`src/rtl/score_bcd_sequencer_if.sv`:
```
// Bus between the game-logic score register, the BCD sequencer and the digit renderer.
// frame_start is a one-cycle request with no back-pressure: it is honoured only while busy=0,
// and each accepted conversion is completed by exactly one done pulse.
interface score_bcd_sequencer_if #(
    parameter int SCORE_W = 16,
    parameter int DIGITS  = 5
);
    logic [SCORE_W-1:0]  score;
    logic                frame_start;
    logic [4*DIGITS-1:0] digits_bcd;
    logic [DIGITS-1:0]   blank_mask;
    logic                busy;
    logic                done;
    logic [1:0]          state_dbg;

    modport master (
        output score, frame_start,
        input  digits_bcd, blank_mask, busy, done, state_dbg
    );

    modport slave (
        input  score, frame_start,
        output digits_bcd, blank_mask, busy, done, state_dbg
    );
endinterface

```
`src/rtl/score_bcd_sequencer.sv`:
```
// Once per frame, converts the binary score to BCD with a serial shift-add-3 sequence
// and publishes digits plus a leading-zero blanking mask for the renderer.
module score_bcd_sequencer #(
    parameter int SCORE_W = 16,
    parameter int DIGITS  = 5
) (
    input  logic                  clk,
    input  logic                  reset,
    score_bcd_sequencer_if.slave  bus
);
    localparam int BCD_W  = 4 * DIGITS;
    localparam int WORK_W = SCORE_W + BCD_W;
    localparam int ITER_W = $clog2(SCORE_W + 1);

    typedef enum logic [1:0] {IDLE = 2'd0, CONV = 2'd1, LOAD = 2'd2} state_t;

    state_t              state, state_nxt;
    logic [WORK_W-1:0]   work, work_adj, work_step;
    logic [ITER_W-1:0]   iter;
    logic [SCORE_W-1:0]  cap_score, shown_score;
    logic [BCD_W-1:0]    digits_q;
    logic [DIGITS-1:0]   mask_q, mask_nxt;
    logic                done_q;
    logic                start;
    logic                all_zero;

    // An unchanged score would reproduce the shown digits, so the frame is skipped.
    assign start = bus.frame_start && (bus.score != shown_score);

    always_ff @(posedge clk or posedge reset) begin
        if (reset) state <= IDLE;
        else       state <= state_nxt;
    end

    always_comb begin
        state_nxt = state;
        case (state)
            IDLE:    if (start) state_nxt = CONV;
            CONV:    if (iter == ITER_W'(SCORE_W - 1)) state_nxt = LOAD;
            LOAD:    state_nxt = IDLE;
            default: state_nxt = IDLE;
        endcase
    end

    always_comb begin
        work_adj = work;
        for (int i = 0; i < DIGITS; i++) begin
            if (work[SCORE_W + 4*i +: 4] >= 4'd5)
                work_adj[SCORE_W + 4*i +: 4] = work[SCORE_W + 4*i +: 4] + 4'd3;
        end
        work_step = {work_adj[WORK_W-2:0], 1'b0};
    end

    // Bit i blanks digit i when it and every more significant digit are zero; units never blank.
    always_comb begin
        mask_nxt = '0;
        all_zero = 1'b1;
        for (int i = DIGITS - 1; i >= 1; i--) begin
            all_zero    = all_zero && (work[SCORE_W + 4*i +: 4] == 4'd0);
            mask_nxt[i] = all_zero;
        end
    end

    always_ff @(posedge clk or posedge reset) begin
        if (reset) begin
            work        <= '0;
            iter        <= '0;
            cap_score   <= '0;
            shown_score <= '0;
            digits_q    <= '0;
            mask_q      <= {{(DIGITS-1){1'b1}}, 1'b0};
            done_q      <= 1'b0;
        end else begin
            done_q <= 1'b0;
            case (state)
                IDLE: begin
                    if (start) begin
                        work      <= {{BCD_W{1'b0}}, bus.score};
                        cap_score <= bus.score;
                        iter      <= '0;
                    end
                end
                CONV: begin
                    work <= work_step;
                    iter <= iter + 1'b1;
                end
                LOAD: begin
                    digits_q    <= work[WORK_W-1:SCORE_W];
                    shown_score <= cap_score;
                    mask_q      <= mask_nxt;
                    done_q      <= 1'b1;
                end
                default: ;
            endcase
        end
    end

    assign bus.digits_bcd = digits_q;
    assign bus.blank_mask = mask_q;
    assign bus.done       = done_q;
    assign bus.busy       = (state != IDLE);
    assign bus.state_dbg  = state;
endmodule
```
`src/flat_wrapper.sv`:
```
// flat-port wrapper written by rule: the top's interface ports become plain ports
module score_bcd_sequencer_flat 
#(
    parameter int SCORE_W = 16,
    parameter int DIGITS  = 5
)
  (clk, reset, bus_score, bus_frame_start, bus_digits_bcd, bus_blank_mask, bus_busy, bus_done, bus_state_dbg);
  score_bcd_sequencer_if #(.SCORE_W(SCORE_W), .DIGITS(DIGITS)) bus_i ();
  input  logic clk;
  input  logic reset;
  input wire logic [$bits(bus_i.score)-1:0] bus_score;
  input wire logic [$bits(bus_i.frame_start)-1:0] bus_frame_start;
  output wire logic [$bits(bus_i.digits_bcd)-1:0] bus_digits_bcd;
  output wire logic [$bits(bus_i.blank_mask)-1:0] bus_blank_mask;
  output wire logic [$bits(bus_i.busy)-1:0] bus_busy;
  output wire logic [$bits(bus_i.done)-1:0] bus_done;
  output wire logic [$bits(bus_i.state_dbg)-1:0] bus_state_dbg;
  assign bus_i.score = bus_score;
  assign bus_i.frame_start = bus_frame_start;
  assign bus_digits_bcd = bus_i.digits_bcd;
  assign bus_blank_mask = bus_i.blank_mask;
  assign bus_busy = bus_i.busy;
  assign bus_done = bus_i.done;
  assign bus_state_dbg = bus_i.state_dbg;
  score_bcd_sequencer #(.SCORE_W(SCORE_W), .DIGITS(DIGITS)) u_core (.clk(clk), .reset(reset), .bus(bus_i));
endmodule
```
`config.mk`:
```
export PLATFORM = sky130hd
export DESIGN_NAME = score_bcd_sequencer_flat
export DESIGN_NICKNAME = d
export VERILOG_FILES = /design/src/rtl/score_bcd_sequencer_if.sv /design/src/rtl/score_bcd_sequencer.sv /design/src/flat_wrapper.sv
export SDC_FILE = /design/constraint.sdc
export NUM_CORES = 1
export LEC_CHECK = 0
export ABC_CLOCK_PERIOD_IN_PS = 6830
export CORE_UTILIZATION = 50
export DETAILED_ROUTE_END_ITERATION = 6
export PLACE_DENSITY_LB_ADDON = 0.12
export SLEW_MARGIN = 20
export SYNTH_ARGS = -nofsm -noshare
export SYNTH_HDL_FRONTEND = slang
export SYNTH_SLANG_ARGS = --single-unit
export TNS_END_PERCENT = 20
```
`constraint.sdc`:
```
create_clock -name clk -period 6.83 [get_ports clk]
set_clock_uncertainty 0.2 [all_clocks]
set_input_delay 1.366 -clock clk [delete_from_list [all_inputs] [get_ports clk]]
set_output_delay 1.366 -clock clk [all_outputs]
set_load 0.05 [all_outputs]
```
==> summary.md <==
| Metric | Value |
|---|---|
| Crit end category | flop |
| Critical-path cell list | clkdlybuf4s50_1 -> xnor2_1 -> nand4_1 -> nor4_2 -> nor2_4 -> buf_4 -> a221o_1 |
| CTS Hold Buffers Added | 0 |
| Leak Pwr | 0.00236 uW |
| Crit path time final | between 3 and 4 ns |
| FFs w/ async S/R, synth | 1.00 |
| Antenna violations before repair | 0 |
| Comb pwr share | 0.400 |
| Starting Density | 0.521 |
| Die height | 97.5 um |
| Wire per inst | roughly 15 um |
| CP max stage cell | nor4_2 |
| Syn-to-layout area delta | 15.8% |
| Largest area contributor in the netlist | dfrtp_1 |
| Antenna diode count | 0 |
| Mapped Area | 0.00456 sq mm |
| TritonCTS clock tree | done |
| Main synth FF type | dfrtp_1 |
| Fin crit share | 0.533 |
| Critical path's largest stage delay | 0.48 ns |
| DR iter-0 viols | between 100 and 150 |
| Max Freq | ~270 MHz |
| Cell internal pwr | between 1000 and 1500 uW |
| Tightest Pin Transition | just under 0.9 ns |
| Root buffer cell | clkbuf_8 |
| First-pass GRT wire length | between 15000 and 20000 um |
| Post-CTS setup buffer count | 0 |
| Dpl hpwl | between 5000 and 6000 um |
| Post_cts resized | 0 |
| Htree depth | 3 |
| Simple-gate share of the synthesized area | 0.177 |
| Post-Syn Instances | between 400 and 500 |
| Max Buffers Root-to-Sink | 2 |
| Nets | a little over 500 |
| CP Class | input pin to flop |
| Vias per inst | 5.42 |
| Clk_lat worst skew | between 0.3 and 0.4 ns |
| Post-Route WL | just under 9000 um |
| Gr ovfl total | 0 |
| Post-synth top area share | 0.526 |
| CP arrival | 3.69 ns |
| FF+latch count, synth | 100 |
| Power Dens Cells | roughly 400 mW/mm^2 |
| Total GRT Usage | 0.201 |
| Final setup TNS | 0 ns |
| Synth top area cells | dfrtp_1, nand2_1, xnor2_1 |
| DRC violations left | 0 |
| Critical path required time | slightly below 7 ns |
| Final hold violation count | 0 |
| IO buf count | 46 |
| Vias | between 3000 and 4000 |
| Final setup vio count | 0 |
| VDD IR max | approximately 0.18 mV |
| Sw frac | 0.389 |
| Post-synth net total | about 480 |
| Synth warn | 0 |
| Sequential area share after synthesis | 0.549 |
| Std-Cell Core Area | around 0.009 sq mm |
| Largest net degree at the start of global routing | 83 |
| Vias in the first global route | around 3200 |
| Largest family of logic cells by synthesized area | simple AND/OR/NAND/NOR gates |
| Clk network pwr share | 0.162 |
| Row cnt | 34 |
| GPL Wtd Cong | roughly 0.74 |
| Share of post-route cells with drive strength above 1 | 0.103 |
| Status | finished, final reports clean |
| Chip Width | slightly below 100 um |
| Synthesized-area fraction occupied by adder cells | 0.0411 |
| Min Hold Slack | around 0.27 ns |
| Post-synth EDFFs | 0 |
| Synth Area in Compound Gates | 0.112 |
| Crit start category | input pin |
| RSZ-0062 raised after global routing | false |
| Synth unique cells | 38 |
| CTS sink count | 100 |
| Max-Cap Viols | 0 |
| Reg clk slew, reported paths | roughly 0.1 ns |
| Slew Limit Fails | 0 |
| Number of buffers created by CTS | 9 |
| Switch Pwr | 830 uW |
| Drt first pass iters | 4 |
| DIE AREA | around 0.0095 sq mm |
| Post-synthesis mux area share | 0.0420 |
| CP max FO | 39 |
| Hold Path Class | flop to flop |
| Synthesized area per cell | about 10 sq um |
| Slew Limit Headroom | 0.409 |
| Post-Synth XOR/XNOR Area | 0.0422 |
| Flop pwr share | 0.438 |
| ANT nets after route | 0 |
| Io pins | 48 |
state kept, by name, summed over array words and instances (netlist names):
| signal | count |
|---|---|
| u_core.bus.state_dbg | 2 |
| u_core.cap_score | 16 |
| u_core.bus.blank_mask | 4 |
| u_core.work | 36 |
| u_core.iter | 5 |
| u_core.bus.done | 1 |
| u_core.bus.digits_bcd | 20 |
| u_core.shown_score | 16 |
Yosys cell counts, drive strengths merged (6+ instances only):
cell and instances:
o21ai 22, nor2 9, ha 15, o22ai 16, nand2b 7, dfrtp 96, a21oi 14, and2 16
inv 13, nand2 117, clkbuf 16, mux2 17, nor4b 6, xnor2 22, buf 7, a221o 15
worst paths after layout:
| check | startpoint | end | slack (ns) | cells after the start |
|---|---|---|---|---|
| hold reg to reg | u_core.bus.blank_mask[3] | u_core.bus.blank_mask[3] | 0.27 | 2 |
| hold / removal | u_core.bus.blank_mask[3] | u_core.bus.blank_mask[3] | 0.27 | 2 |
| min in group asynchronous | reset | u_core.bus.done | 1.08 | 2 |
| setup reg to reg | u_core.shown_score[3] | u_core.work[5] | 4.30 | 6 |
| setup / recovery | bus_score[3] | u_core.work[5] | 3.19 | 7 |
| max in group asynchronous | reset | u_core.bus.state_dbg[1] | 4.36 | 3 |
worst max-delay path: cells and delay by family:
kind                      cells  cell delay, ns
AOI/OAI and AO/OA             1            0.40
xor gates and xnor gates      1            0.30
buffers and inverters         2            0.78
and+or+nand+nor               3            0.82
cells in the final DEF, fill, tap and decap left out, types with 8 or more instances in the layout:
cell / synthesis / routed
a21oi_1: 14 / 14
a221o_1: 15 / 15
and2_1: 16 / 16
clkbuf_8: 0 / 9
clkdlybuf4s50_1: 0 / 46
dfrtp_1: 96 / 96
ha_1: 15 / 15
inv_1: 13 / 12
mux2_2: 17 / 17
nand2_1: 117 / 117
nor2_1: 8 / 8
o21ai_0: 22 / 22
o22ai_1: 16 / 16
xnor2_1: 22 / 22
layout make-up:
| cell class | count | area (sq um) |
|---|---|---|
| fillers | 725 | 3480 |
| flip-flops and latches | 100 | 2510 |
| multi-input cells | 304 | 1900 |
| repair buffers | 51 | 502 |
| well taps | 108 | 135 |
| clock buffers | 9 | 124 |
| inverters | 14 | 60.1 |
| clock inverters | 7 | 52.6 |
cells by family (layout without fill, tap and decap cells):
| family | after synthesis | count (layout) |
|---|---|---|
| AO/OA/AOI/OAI | 78 | 78 |
| XOR/XNOR | 22 | 22 |
| adder cells (fa/ha/maj) | 15 | 15 |
| buffers and inverters | 37 | 81 |
| flip-flops | 100 | 100 |
| multiplexers | 17 | 17 |
| other | 1 | 1 |
| AND/OR/NAND/NOR | 171 | 171 |
stage by stage:
| step | instances | instance area, sq um | total power [uW] | worst slack (ns) | util |
|---|---|---|---|---|---|
| CTS | 593 | 5280 | 2150 | 3.19 | 0.603 |
| global route | 593 | 5280 | 2300 | 3.04 | 0.603 |
| global placement | 577 | 5100 | 1780 | 2.85 | 0.582 |
| floorplan | 441 | 4560 | 1590 | 2.65 | - |
| detailed placement | 577 | 5100 | 1810 | 2.82 | 0.582 |
| finish | 593 | 5280 | 2130 | 3.19 | 0.603 |
routing by layer:
metal,global-route usage,routed length (um)
met3,0.0273,266
met1,0.280,4410
met2,0.319,4050
met5,0,0
met4,0.0803,146
power groups by stage:
stage	clock (uW)	sequential (uW)	combinational, uW
after floorplan	0	985	604
after global placement	0	941	838
after detailed placement	0	943	862
after CTS	354	934	864
after global routing	384	962	953
final	346	936	853
Power figures use the tool's default switching activity.
